## src/rtl/byte_proc_pkg.sv

```systemverilog
// byte_proc_pkg: operation/state encodings and the per-byte operation (BYTE_PROC_SATURATE_EN clamps ADD/SUB)
package byte_proc_pkg;

   typedef enum logic [1:0] {
      OP_ADD  = 2'd0,
      OP_SUB  = 2'd1,
      OP_XOR  = 2'd2,
      OP_PASS = 2'd3
   } op_t;

   typedef enum logic [1:0] {
      IDLE   = 2'd0,
      ACTIVE = 2'd1,
      DONE   = 2'd2
   } state_t;

   function automatic logic [7:0] byte_op(input logic [7:0] b, input logic [7:0] operand, input op_t op);
`ifdef BYTE_PROC_SATURATE_EN
      logic [8:0] sum;
      logic [8:0] diff;
      sum  = {1'b0, b} + {1'b0, operand};
      diff = {1'b0, b} - {1'b0, operand};
      return op == OP_ADD ? (sum[8] ? 8'hFF : sum[7:0]) :
             op == OP_SUB ? (diff[8] ? 8'h00 : diff[7:0]) :
             op == OP_XOR ? b ^ operand : b;
`else
      return op == OP_ADD ? b + operand :
             op == OP_SUB ? b - operand :
             op == OP_XOR ? b ^ operand : b;
`endif
   endfunction

endpackage

```

## src/rtl/byte_proc_buf.sv

```systemverilog
// byte_proc_buf: show-ahead read-data FIFO between the read and write masters
module byte_proc_buf
   import byte_proc_pkg::*;
#(
   parameter int DATA_WIDTH = 64,
   parameter int DEPTH      = 4
) (
   input  logic                     clk_i,
   input  logic                     srst_i,
   input  logic                     push_i,
   input  logic                     pop_i,
   input  logic [DATA_WIDTH-1:0]    data_i,
   output logic [DATA_WIDTH-1:0]    data_o,
   output logic [$clog2(DEPTH):0]   count_o,
   output logic                     empty_o
);

   localparam int PW = $clog2(DEPTH);

   logic [DATA_WIDTH-1:0] mem_q [DEPTH];
   logic [PW-1:0]         wr_ptr_q, rd_ptr_q;
   logic [PW:0]           count_q;

   // Pointers and fill level; push and pop in the same cycle leave the level unchanged
   always_ff @(posedge clk_i) begin
      if (srst_i) begin
         wr_ptr_q <= '0;
         rd_ptr_q <= '0;
         count_q  <= '0;
      end else begin
         if (push_i) wr_ptr_q <= wr_ptr_q + PW'(1);
         if (pop_i) rd_ptr_q <= rd_ptr_q + PW'(1);
         count_q <= count_q + (PW+1)'(push_i) - (PW+1)'(pop_i);
      end
   end

   // Storage needs no reset: the head is only consumed when the level is non-zero
   always_ff @(posedge clk_i) begin
      if (push_i) mem_q[wr_ptr_q] <= data_i;
   end

   assign data_o  = mem_q[rd_ptr_q];
   assign count_o = count_q;
   assign empty_o = count_q == '0;

endmodule

```

## src/rtl/byte_proc.sv

```systemverilog
// byte_proc: pipelined byte read-modify-write engine over Avalon-MM; BYTE_PROC_SATURATE_EN makes ADD/SUB saturate
module byte_proc
   import byte_proc_pkg::*;
#(
   parameter int DATA_WIDTH = 64,
   parameter int ADDR_WIDTH = 10,
   parameter int BYTE_CNT   = DATA_WIDTH / 8,
   parameter int MAX_OUTST  = 4
) (
   input  logic                  clk_i,
   input  logic                  srst_i,
   input  logic [ADDR_WIDTH-1:0] base_addr_i,
   input  logic [ADDR_WIDTH-1:0] length_i,
   input  logic [1:0]            op_i,
   input  logic [7:0]            operand_i,
   input  logic                  run_i,
   output logic                  waitrequest_o,
   output logic [ADDR_WIDTH-1:0] amm_rd_address_o,
   output logic                  amm_rd_read_o,
   input  logic [DATA_WIDTH-1:0] amm_rd_readdata_i,
   input  logic                  amm_rd_readdatavalid_i,
   input  logic                  amm_rd_waitrequest_i,
   output logic [ADDR_WIDTH-1:0] amm_wr_address_o,
   output logic                  amm_wr_write_o,
   output logic [DATA_WIDTH-1:0] amm_wr_writedata_o,
   output logic [BYTE_CNT-1:0]   amm_wr_byteenable_o,
   input  logic                  amm_wr_waitrequest_i
);

   localparam int CW = $clog2(MAX_OUTST) + 1;
   localparam logic [ADDR_WIDTH:0] SPAN = {1'b1, {ADDR_WIDTH{1'b0}}};
   localparam logic [ADDR_WIDTH:0] ONE  = {{ADDR_WIDTH{1'b0}}, 1'b1};

   state_t                state_q, state_d;
   op_t                   op_q, op_d;
   logic [ADDR_WIDTH-1:0] base_q, base_d;
   logic [ADDR_WIDTH:0]   words_q, words_d;
   logic [ADDR_WIDTH:0]   issued_q, issued_d;
   logic [ADDR_WIDTH:0]   written_q, written_d;
   logic [CW-1:0]         outst_q, outst_d;
   logic [BYTE_CNT-1:0]   be_last_q, be_last_d;
   logic [7:0]            operand_q, operand_d;

   logic [ADDR_WIDTH:0]   len_words, len_rem, room;
   logic [BYTE_CNT-1:0]   be_new;
   logic [CW-1:0]         buf_count;
   logic [DATA_WIDTH-1:0] head, mapped;
   logic                  accept, trunc, rd_req, wr_req, rd_go, wr_go, push, last, buf_empty;

   byte_proc_buf #(
      .DATA_WIDTH (DATA_WIDTH),
      .DEPTH      (MAX_OUTST)
   ) u_buf (
      .clk_i   (clk_i),
      .srst_i  (srst_i),
      .push_i  (push),
      .pop_i   (wr_go),
      .data_i  (amm_rd_readdata_i),
      .data_o  (head),
      .count_o (buf_count),
      .empty_o (buf_empty)
   );

   // Job geometry from the request: word count clipped at the top of memory, mask for a partial final word
   always_comb begin
      len_words = ({1'b0, length_i} + (ADDR_WIDTH+1)'(BYTE_CNT - 1)) / (ADDR_WIDTH+1)'(BYTE_CNT);
      len_rem   = {1'b0, length_i} % (ADDR_WIDTH+1)'(BYTE_CNT);
      room      = SPAN - {1'b0, base_addr_i};
      trunc     = len_words > room;
      be_new    = '1;
      for (int k = 0; k < BYTE_CNT; k++)
         if (!trunc && len_rem != '0 && (ADDR_WIDTH+1)'(k) >= len_rem) be_new[k] = 1'b0;
   end

   // A read is only issued when a buffer slot is guaranteed for its response
   assign accept = state_q == IDLE && run_i && length_i != '0;
   assign rd_req = state_q == ACTIVE && issued_q < words_q &&
                   ({1'b0, outst_q} + {1'b0, buf_count} < (CW+1)'(MAX_OUTST));
   assign wr_req = state_q == ACTIVE && !buf_empty;
   assign rd_go  = rd_req && !amm_rd_waitrequest_i;
   assign wr_go  = wr_req && !amm_wr_waitrequest_i;
   assign push   = amm_rd_readdatavalid_i && outst_q != '0;
   assign last   = written_q + ONE == words_q;

   // Next state, job registers and transfer counters
   always_comb begin
      state_d   = state_q;
      op_d      = op_q;
      base_d    = base_q;
      words_d   = words_q;
      be_last_d = be_last_q;
      operand_d = operand_q;
      issued_d  = issued_q + (rd_go ? ONE : '0);
      written_d = written_q + (wr_go ? ONE : '0);
      outst_d   = outst_q + CW'(rd_go) - CW'(push);
      case (state_q)
         IDLE: begin
            if (accept) begin
               state_d   = ACTIVE;
               op_d      = op_t'(op_i);
               base_d    = base_addr_i;
               words_d   = trunc ? room : len_words;
               be_last_d = be_new;
               operand_d = operand_i;
               issued_d  = '0;
               written_d = '0;
               outst_d   = '0;
            end
         end
         ACTIVE: state_d = wr_go && last ? DONE : ACTIVE;
         default: state_d = IDLE;
      endcase
   end

   // State and counter registers
   always_ff @(posedge clk_i) begin
      if (srst_i) begin
         state_q   <= IDLE;
         op_q      <= OP_ADD;
         base_q    <= '0;
         words_q   <= '0;
         be_last_q <= '0;
         operand_q <= '0;
         issued_q  <= '0;
         written_q <= '0;
         outst_q   <= '0;
      end else begin
         state_q   <= state_d;
         op_q      <= op_d;
         base_q    <= base_d;
         words_q   <= words_d;
         be_last_q <= be_last_d;
         operand_q <= operand_d;
         issued_q  <= issued_d;
         written_q <= written_d;
         outst_q   <= outst_d;
      end
   end

   // Per-byte operation on the buffer head
   always_comb begin
      mapped = '0;
      for (int k = 0; k < BYTE_CNT; k++)
         mapped[8*k +: 8] = byte_op(head[8*k +: 8], operand_q, op_q);
   end

   // Bus outputs; everything reads zero while no request is presented
   always_comb begin
      waitrequest_o       = state_q != IDLE;
      amm_rd_read_o       = rd_req;
      amm_rd_address_o    = rd_req ? base_q + issued_q[ADDR_WIDTH-1:0] : '0;
      amm_wr_write_o      = wr_req;
      amm_wr_address_o    = wr_req ? base_q + written_q[ADDR_WIDTH-1:0] : '0;
      amm_wr_writedata_o  = wr_req ? mapped : '0;
      amm_wr_byteenable_o = !wr_req ? '0 : last ? be_last_q : '1;
   end

endmodule

```

## config.mk

```make
export PLATFORM = sky130hd
export DESIGN_NAME = byte_proc
export DESIGN_NICKNAME = d
export VERILOG_FILES = /design/src/rtl/byte_proc_pkg.sv /design/src/rtl/byte_proc_buf.sv /design/src/rtl/byte_proc.sv
export SDC_FILE = /design/constraint.sdc
export NUM_CORES = 1
export LEC_CHECK = 0
export ABC_AREA = 0
export CAP_MARGIN = 5
export CORE_MARGIN = 1.5
export CORE_UTILIZATION = 63
export DETAILED_ROUTE_END_ITERATION = 6
export PLACE_DENSITY_LB_ADDON = 0.12
export SYNTH_ARGS = -nofsm -noshare
export SYNTH_HDL_FRONTEND = slang
export SYNTH_SLANG_ARGS = --single-unit
```

## constraint.sdc

```tcl
create_clock -name clk_i -period 9.3 [get_ports clk_i]
set_input_delay 2.325 -clock clk_i [delete_from_list [all_inputs] [get_ports clk_i]]
set_output_delay 2.325 -clock clk_i [all_outputs]
set_load 0.05 [all_outputs]
```

==> results of run 1 <==
[cells in the mapped netlist (all sizes together) (12+ instances only)]
cell type	instances	share of area
buf	40	0.011
nor3	42	0.011
xnor2	58	0.025
dfxtp	75	0.073
and2	22	0.0067
o21a	17	0.0062
o21ai	86	0.021
nor2	207	0.038
a211oi	40	0.015
mux2i	12	0.0058
xor2	43	0.018
o31ai	13	0.0047
nand3	26	0.0068
edfxtp	256	0.37
a21o	18	0.0065
inv	96	0.017
fa	20	0.019
nand2b	39	0.012
clkbuf	57	0.010
o211ai	14	0.0051
nand2	118	0.021
mux4	71	0.077
a21oi	153	0.037
nor2b	18	0.0055
ha	172	0.10
[routing by layer]
metal	track usage	wire length, µm
met4	0.131	1990
met3	0.0517	4150
met2	0.559	27100
met5	0	0
met1	0.434	22400
[tightest hold or removal path: stages, from the launching register on]
cell	delay, ps
dfxtp_1	330
nor2_1	50
nor2_1	70
[logic make-up after synthesis]
family                     Yosys count
xor gates and xnor gates           101
DFF                                331
AOI/OAI and AO/OA                  441
adders and majority gates          192
muxes                               89
buffers and inverters              193
and+or+nand+nor                    532
[flip-flops by register name (all words and copies together) (netlist names), named ones only]
register	count
u_buf.mem_q	256
issued_q	11
words_q	11
written_q	11
base_q	10
be_last_q	8
operand_q	8
outst_q	3
u_buf.count_o	3
op_q	2
state_q	2
u_buf.rd_ptr_q	2
u_buf.wr_ptr_q	2
[area by class of cell]
type | count | area (µm²) | area share
Clock buffer | 51 | 1040 | 0.0432
Sequential cell | 331 | 9200 | 0.382
Timing Repair Buffer | 214 | 2110 | 0.0876
Multi-Input combinational cell | 1355 | 10700 | 0.442
Tap cell | 442 | 553 | 0.0229
Inverter | 96 | 360 | 0.0149
Clock inverter | 16 | 175 | 0.00727
[stage by stage]
stage | power, mW | instances | worst slack [ps] | hold slack [ps]
finish | 5.25 | 2505 | 1660 | 480
global placement | 3.72 | 2438 | 2190 | 462
global route | 5.49 | 2505 | 1330 | 511
floorplan | 3.23 | 1879 | 1670 | 441
detailed placement | 3.78 | 2438 | 2100 | 472
CTS | 5.24 | 2505 | 1550 | 486
[how the worst max path moves through the flow]
stage,start,to,slack (ps),cells past startpoint
floorplan,flip-flop,amm_wr_writedata_o[46],1670,14
global placement,flip-flop,amm_wr_writedata_o[30],2190,12
detailed placement,flip-flop,amm_wr_writedata_o[30],2100,12
CTS,flip-flop,amm_wr_writedata_o[30],1550,12
global route,flip-flop,amm_wr_writedata_o[30],1330,12
finish,flip-flop,amm_wr_writedata_o[30],1660,12
[power groups by stage]
stage | Combinational, mW | Sequential, mW | Clock [mW]
floorplan | 1.42 | 1.82 | 0
global placement | 1.88 | 1.85 | 0
detailed placement | 1.92 | 1.85 | 0
CTS | 1.94 | 1.82 | 1.47
global route | 2.13 | 1.83 | 1.53
finish | 1.97 | 1.82 | 1.46
==> results.md, run 1 <==
- Status: finished, final reports clean
- Flop pwr share: 0.347
- Placed cell area: 0.0229 mm²
- Post-layout minimum cycle time: 7640 ps
- Most common cell after layout, fill and taps aside: edfxtp_1
- Fillers: 2,257
- Worst path arrival time: 5320 ps
- Postcts setup bufs: 0
- Max_slew headroom: 0.317
- NetSw: 1.86 mW
- Via count: 15.8k
- Initial antenna violation count: 0
- Clock Path Buffers: 3
- Number of synthesized register bits: 331
- Unrepaired setup endpoints after global routing: no
- Rows: 66
- Hold Crit Class: reg -> reg
- Total Nets Final: 2,327
- Reg clk slew, reported paths: 60 ps
- Hold path depth: 2
- Fmax: 131 MHz
- Fraction of synthesized area in multiplexers: 0.0866
- Pins Over Slew Limit: 0
- Mean routed wirelength per cell: 22.2 µm
- Leakage power: 8.70 nW
- Hold Vio Cnt, Final: 0
- Clock latency on the worst-skew pair: 530 ps
- Initial DRT Pass Iterations: 6
- Die X: 184 µm
- GPL Wtd Cong: 0.934
- R2R depth: 17
- Synthesized cell area: 0.0206 mm²
- Synth async-reset ratio: 0
- Net Sw Frac: 0.355
- Quantity of hold-fixing buffers added after cts: 0
- Sequential-to-total area share from yosys stat: 0.445
- Comb power frac: 0.375
- Initial Util: 0.638
- Final core occ: 0.745
- Num ports: 195
- Synth Area in Adders: 0.124
- Synth Area per Inst: 11.0 µm²
- Power Density: 218 mW/mm²
- Worst min-delay path startpoint: be_last_q[0]$_SDFFE_PP0P_
- Total congestion overflow: 0
- CP max FO: 44
- Remaining DRCs: 0
- Worst EP required: 6980 ps
- CTS root buf: clkbuf_16
- Clock Power Share: 0.278
- Buffers on Ports: 194
- YS warnings: 0
- Tcrit/Tclk final: 0.822
- WHS Endpoint: be_last_q[0]$_SDFFE_PP0P_
- Synth Area in Simple Gates: 0.122
- # Max-Cap Violations: 0
- Post-synth EDFFs: 256
- CTS buffer count: 37
- Post-synth top flop: edfxtp_1
- Remaining antenna violation count after routing: 0
- Final setup viols: 0
- Largest stage delay on the critical path: 1000 ps
- Slowest CP cell: dfxtp_4
- Core ar.: 0.0324 mm²
- Most frequent cells in the layout: edfxtp_1, nor2_1, clkdlybuf4s50_1, ha_1, a21oi_1
- Cell variety after synth: 79
- Crit path cell chain: mux4_2 -> inv_1 -> ha_1 -> inv_1 -> fa_1 -> a21o_1 -> a21oi_1 -> o31ai_1 -> o21ai_1 -> a21oi_1 -> a2111oi_0 -> clkdlybuf4s50_1
- Die height: 184 µm
- Finished Cell Area: 0.0241 mm²
- IR drop worst, VDD: 0.000161 V
- P_int: 3.39 mW
- Vias in the first global route: 15.4k
- CTS tree: yes
- Total GRT Usage: 0.332
- Resized Gates After CTS: 0
- Area of the die: 0.0339 mm²
- Critical path buffer and inverter count: 3
- Antenna cell count: 0
- Xor/xnor share of the synthesized area: 0.0432
- Global-route wire length before repair: 85,400 µm
- Area growth syn-to-layout: 16.8%
- Largest family of logic cells by synthesized area: compound AO/OA/AOI/OAI gates
- Total Neg Setup Slack: 0 ps
- Cell count after synthesis: 1,879
- CTS HTree Levels: 2
- Compound-cell area share of the yosys netlist: 0.140
- Launch point of the worst reg-to-reg path: words_q[1]$_SDFFE_PP0P_
- CP Launch Type: flip-flop
- Cell family with most CP delay: compound AO/OA/AOI/OAI gates
- Register-to-register setup slack: 6070 ps
- WL final: 55,600 µm
- Post-route clock skew: 14.8 ps
- R2R Path End: outst_q[2]$_SDFF_PP0_
- Clock sink count: 331
- Placed wire-length estimate: 39,100 µm
- Via density: 6.31
- Critical Path End Type: output pin
- Pin count of the biggest net entering global routing: 81
- DR iter-0 viols: 1,572
- Setup CP Type: reg -> out
- Worst Max-Slew Pin Slew: 1020 ps
- Share of cells above drive strength 1: 0.0931
- Synthesized Nets: 2,171
Power figures use the tool's default switching activity.
==> inputs of run 2 (changes only) <==
--- a/config.mk
+++ b/config.mk
@@ -8,7 +8,7 @@
 export ABC_AREA = 0
 export CAP_MARGIN = 5
 export CORE_MARGIN = 1.5
-export CORE_UTILIZATION = 63
+export CORE_UTILIZATION = 59
 export DETAILED_ROUTE_END_ITERATION = 6
 export PLACE_DENSITY_LB_ADDON = 0.12
 export SYNTH_ARGS = -nofsm -noshare
==> constraint.sdc (replaced) <==
create_clock -name clk_i -period 7.4 [get_ports clk_i]
set_input_delay 1.85 -clock clk_i [delete_from_list [all_inputs] [get_ports clk_i]]
set_output_delay 1.85 -clock clk_i [all_outputs]
set_load 0.05 [all_outputs]
==> run 2 against run 1 <==
Effect of this change: total power grew 23%; first-iteration DRC count shrank 13%; global-route usage down 1.8 points; sequential share of layout area rose by 0.071 points; worst hold slack improved by 0.83 ps; core utilization down 4.6 points; register-to-register slack got worse by 2000 ps; clock skew rose by 8.2 ps; sequential cell count stayed put; critical path depth shrank 2; combinational power grew 26%; wire length up 2.2%.
==> results.md, run 2 (same netlist as run 1, synthesis figures left out) <==
- Status: finished, final reports clean
- Postcts setup bufs: 0 (unchanged)
- Via density: 6.25 (-0.82%)
- Placed wire-length estimate: 40,100 µm (+2.5%)
- Hold path depth: 2 (unchanged)
- Total congestion overflow: 0 (unchanged)
- Initial Util: 0.599 (-0.0386)
- # Max-Cap Violations: 0 (unchanged)
- Via count: 15.8k (-0.23%)
- Area growth syn-to-layout: 16.6%
- R2R Path End: outst_q[2]$_SDFF_PP0_
- P_int: 4.14 mW (+22%)
- Clock Power Share: 0.262 (-0.016)
- CTS tree: yes
- WL final: 56,900 µm (+2.2%)
- Initial antenna violation count: 1 (+1)
- Buffers on Ports: 194 (unchanged)
- Leakage power: 8.69 nW (-0.17%)
- Total Neg Setup Slack: 0 ps (unchanged)
- Hold Crit Class: reg -> reg
- CTS root buf: clkbuf_16
- Worst Max-Slew Pin Slew: 1010 ps (-13.7 ps)
- Core ar.: 0.0345 mm² (+6.4%)
- Total Nets Final: 2,332 (+0.21%)
- Die X: 190 µm (+3.3%)
- Post-layout minimum cycle time: 6920 ps
- Tcrit/Tclk final: 0.935
- Launch point of the worst reg-to-reg path: words_q[1]$_SDFFE_PP0P_
- Register-to-register setup slack: 4100 ps (-1970 ps)
- Power Density: 269 mW/mm² (+23%)
- Hold Vio Cnt, Final: 0 (unchanged)
- Total GRT Usage: 0.315 (-0.0178)
- Critical Path End Type: output pin
- Die height: 190 µm (+3.3%)
- Worst path arrival time: 5070 ps (-250 ps)
- Unrepaired setup endpoints after global routing: no
- CP Launch Type: flip-flop
- Placed insts: 2,457 (+0.78%)
- DR iter-0 viols: 1,368 (-13%)
- Worst EP required: 5550 ps (-1430 ps)
- Clock sink count: 331 (unchanged)
- Remaining antenna violation count after routing: 0 (unchanged)
- IR drop worst, VDD: 0.000213 V (+33%)
- Post-route clock skew: 23.0 ps (+8.21 ps)
- Reg clk slew, reported paths: 60 ps (about the same)
- Most common cell after layout, fill and taps aside: edfxtp_1
- CP max FO: 20 (-55%)
- Setup CP Type: reg -> out
- GPL Wtd Cong: 0.954 (+2.2%)
- WHS Endpoint: be_last_q[0]$_SDFFE_PP0P_
- Clock latency on the worst-skew pair: 530 ps (about the same)
- Mean routed wirelength per cell: 22.6 µm (+1.6%)
- Quantity of hold-fixing buffers added after cts: 0 (unchanged)
- Initial DRT Pass Iterations: 5 (-1)
- Final setup viols: 0 (unchanged)
- Max_slew headroom: 0.309 (-0.00830)
- Number of flip-flops under the largest register name: 256 (unchanged)
- Worst min-delay path startpoint: be_last_q[0]$_SDFFE_PP0P_
- Fillers: 2,553 (+13%)
- Post-Layout Cell Count: 2,520 (+0.60%)
- R2R depth: 17 (unchanged)
- Share of cells above drive strength 1: 0.0925 (-0.000530)
- Top reg by flops: u_buf.mem_q
- NetSw: 2.32 mW (+25%)
- Resized Gates After CTS: 0 (unchanged)
- Flop pwr share: 0.352 (+0.005)
- Area of the die: 0.0361 mm² (+6.7%)
- Most frequent cells in the layout: edfxtp_1, nor2_1, clkdlybuf4s50_1, ha_1, a21oi_1
- Clock Path Buffers: 3 (unchanged)
- Remaining DRCs: 0 (unchanged)
- CTS buffer count: 36 (-2.7%)
- CTS HTree Levels: 2 (unchanged)
- Net Sw Frac: 0.360 (+0.00501)
- Area of the multi-input gates: 0.0107 mm² (unchanged)
- Comb power frac: 0.385 (+0.010)
- Num ports: 195 (unchanged)
- Global-route wire length before repair: 86,400 µm (+1.2%)
- Rows: 68 (+3.0%)
- Pin count of the biggest net entering global routing: 62 (-23%)
- FF/Latch Area: 0.00920 mm² (unchanged)
- Fmax: 145 MHz
- Pins Over Slew Limit: 0 (unchanged)
- Vias in the first global route: 15.2k (-1.5%)
## run 2: changes by cell type in the layout (fill, tap and decap cells not counted)
cell,delta
inv_6,-2
clkinv_4,-1
clkbuf_1,-3
diode_2,+1
buf_12,+1
inv_8,+2
clkinvlp_4,-2
bufinv_16,-2
clkbuf_16,-2
buf_4,+5
clkinv_1,+5
## run 2: critical path, stage by stage (launching register included)
cell,delay [ps]
dfxtp_2,670
buf_4,400
mux4_2,400
ha_1,420
o21a_1,230
o31a_1,120
a211oi_1,240
a31oi_1,70
a2111oi_0,930
buf_4,240
clkdlybuf4s50_1,800
## run 2: final cells by class
type,count,share of cell area
well taps,455,0.0237
multi-input cells,1355,0.443
clock buffers,46,0.0407
inverters,96,0.0150
flip-flops and latches,331,0.382
diodes,1,0.000104
clock inverters,16,0.00478
repair buffers,220,0.0902
## run 2: how the worst max path moves through the flow
stage                   start                     end  slack (ps)  cells past startpoint
floorplan           flip-flop  amm_wr_writedata_o[46]         250                     14
global placement    flip-flop  amm_wr_writedata_o[27]        1060                     10
detailed placement  flip-flop  amm_wr_writedata_o[27]        1040                     10
CTS                 flip-flop  amm_wr_writedata_o[27]         450                     10
global route        flip-flop  amm_wr_writedata_o[27]         320                     10
finish              flip-flop  amm_wr_writedata_o[27]         480                     10
## run 2: per-layer routing
metal  GRT usage  vias to the layer above  wire [µm]
met5           0                        -          0
met4       0.122                        0       2190
met3      0.0428                      142       4340
met2       0.522                      706      27300
met1       0.420                     7634      23100
li1            -                     7280          -
## run 2: stage by stage
step | worst slack, ps | total power [mW] | hold slack (ps) | util | instance area (µm²)
after floorplan | 249 | 4.06 | 441 | - | 20600
after global placement | 1060 | 4.70 | 455 | 0.666 | 23000
after detailed placement | 1040 | 4.76 | 471 | 0.666 | 23000
after CTS | 452 | 6.46 | 485 | 0.698 | 24100
after global routing | 315 | 6.78 | 509 | 0.698 | 24100
final | 483 | 6.46 | 481 | 0.698 | 24100
## run 2: power groups by stage
| stage | clock network, mW | registers (mW) | logic (mW) |
|---|---|---|---|
| after detailed placement | 0 | 2.31 | 2.45 |
| after global routing | 1.79 | 2.29 | 2.69 |
| after CTS | 1.72 | 2.28 | 2.46 |
| after global placement | 0 | 2.30 | 2.40 |
| after floorplan | 0 | 2.28 | 1.78 |
| final | 1.70 | 2.28 | 2.49 |
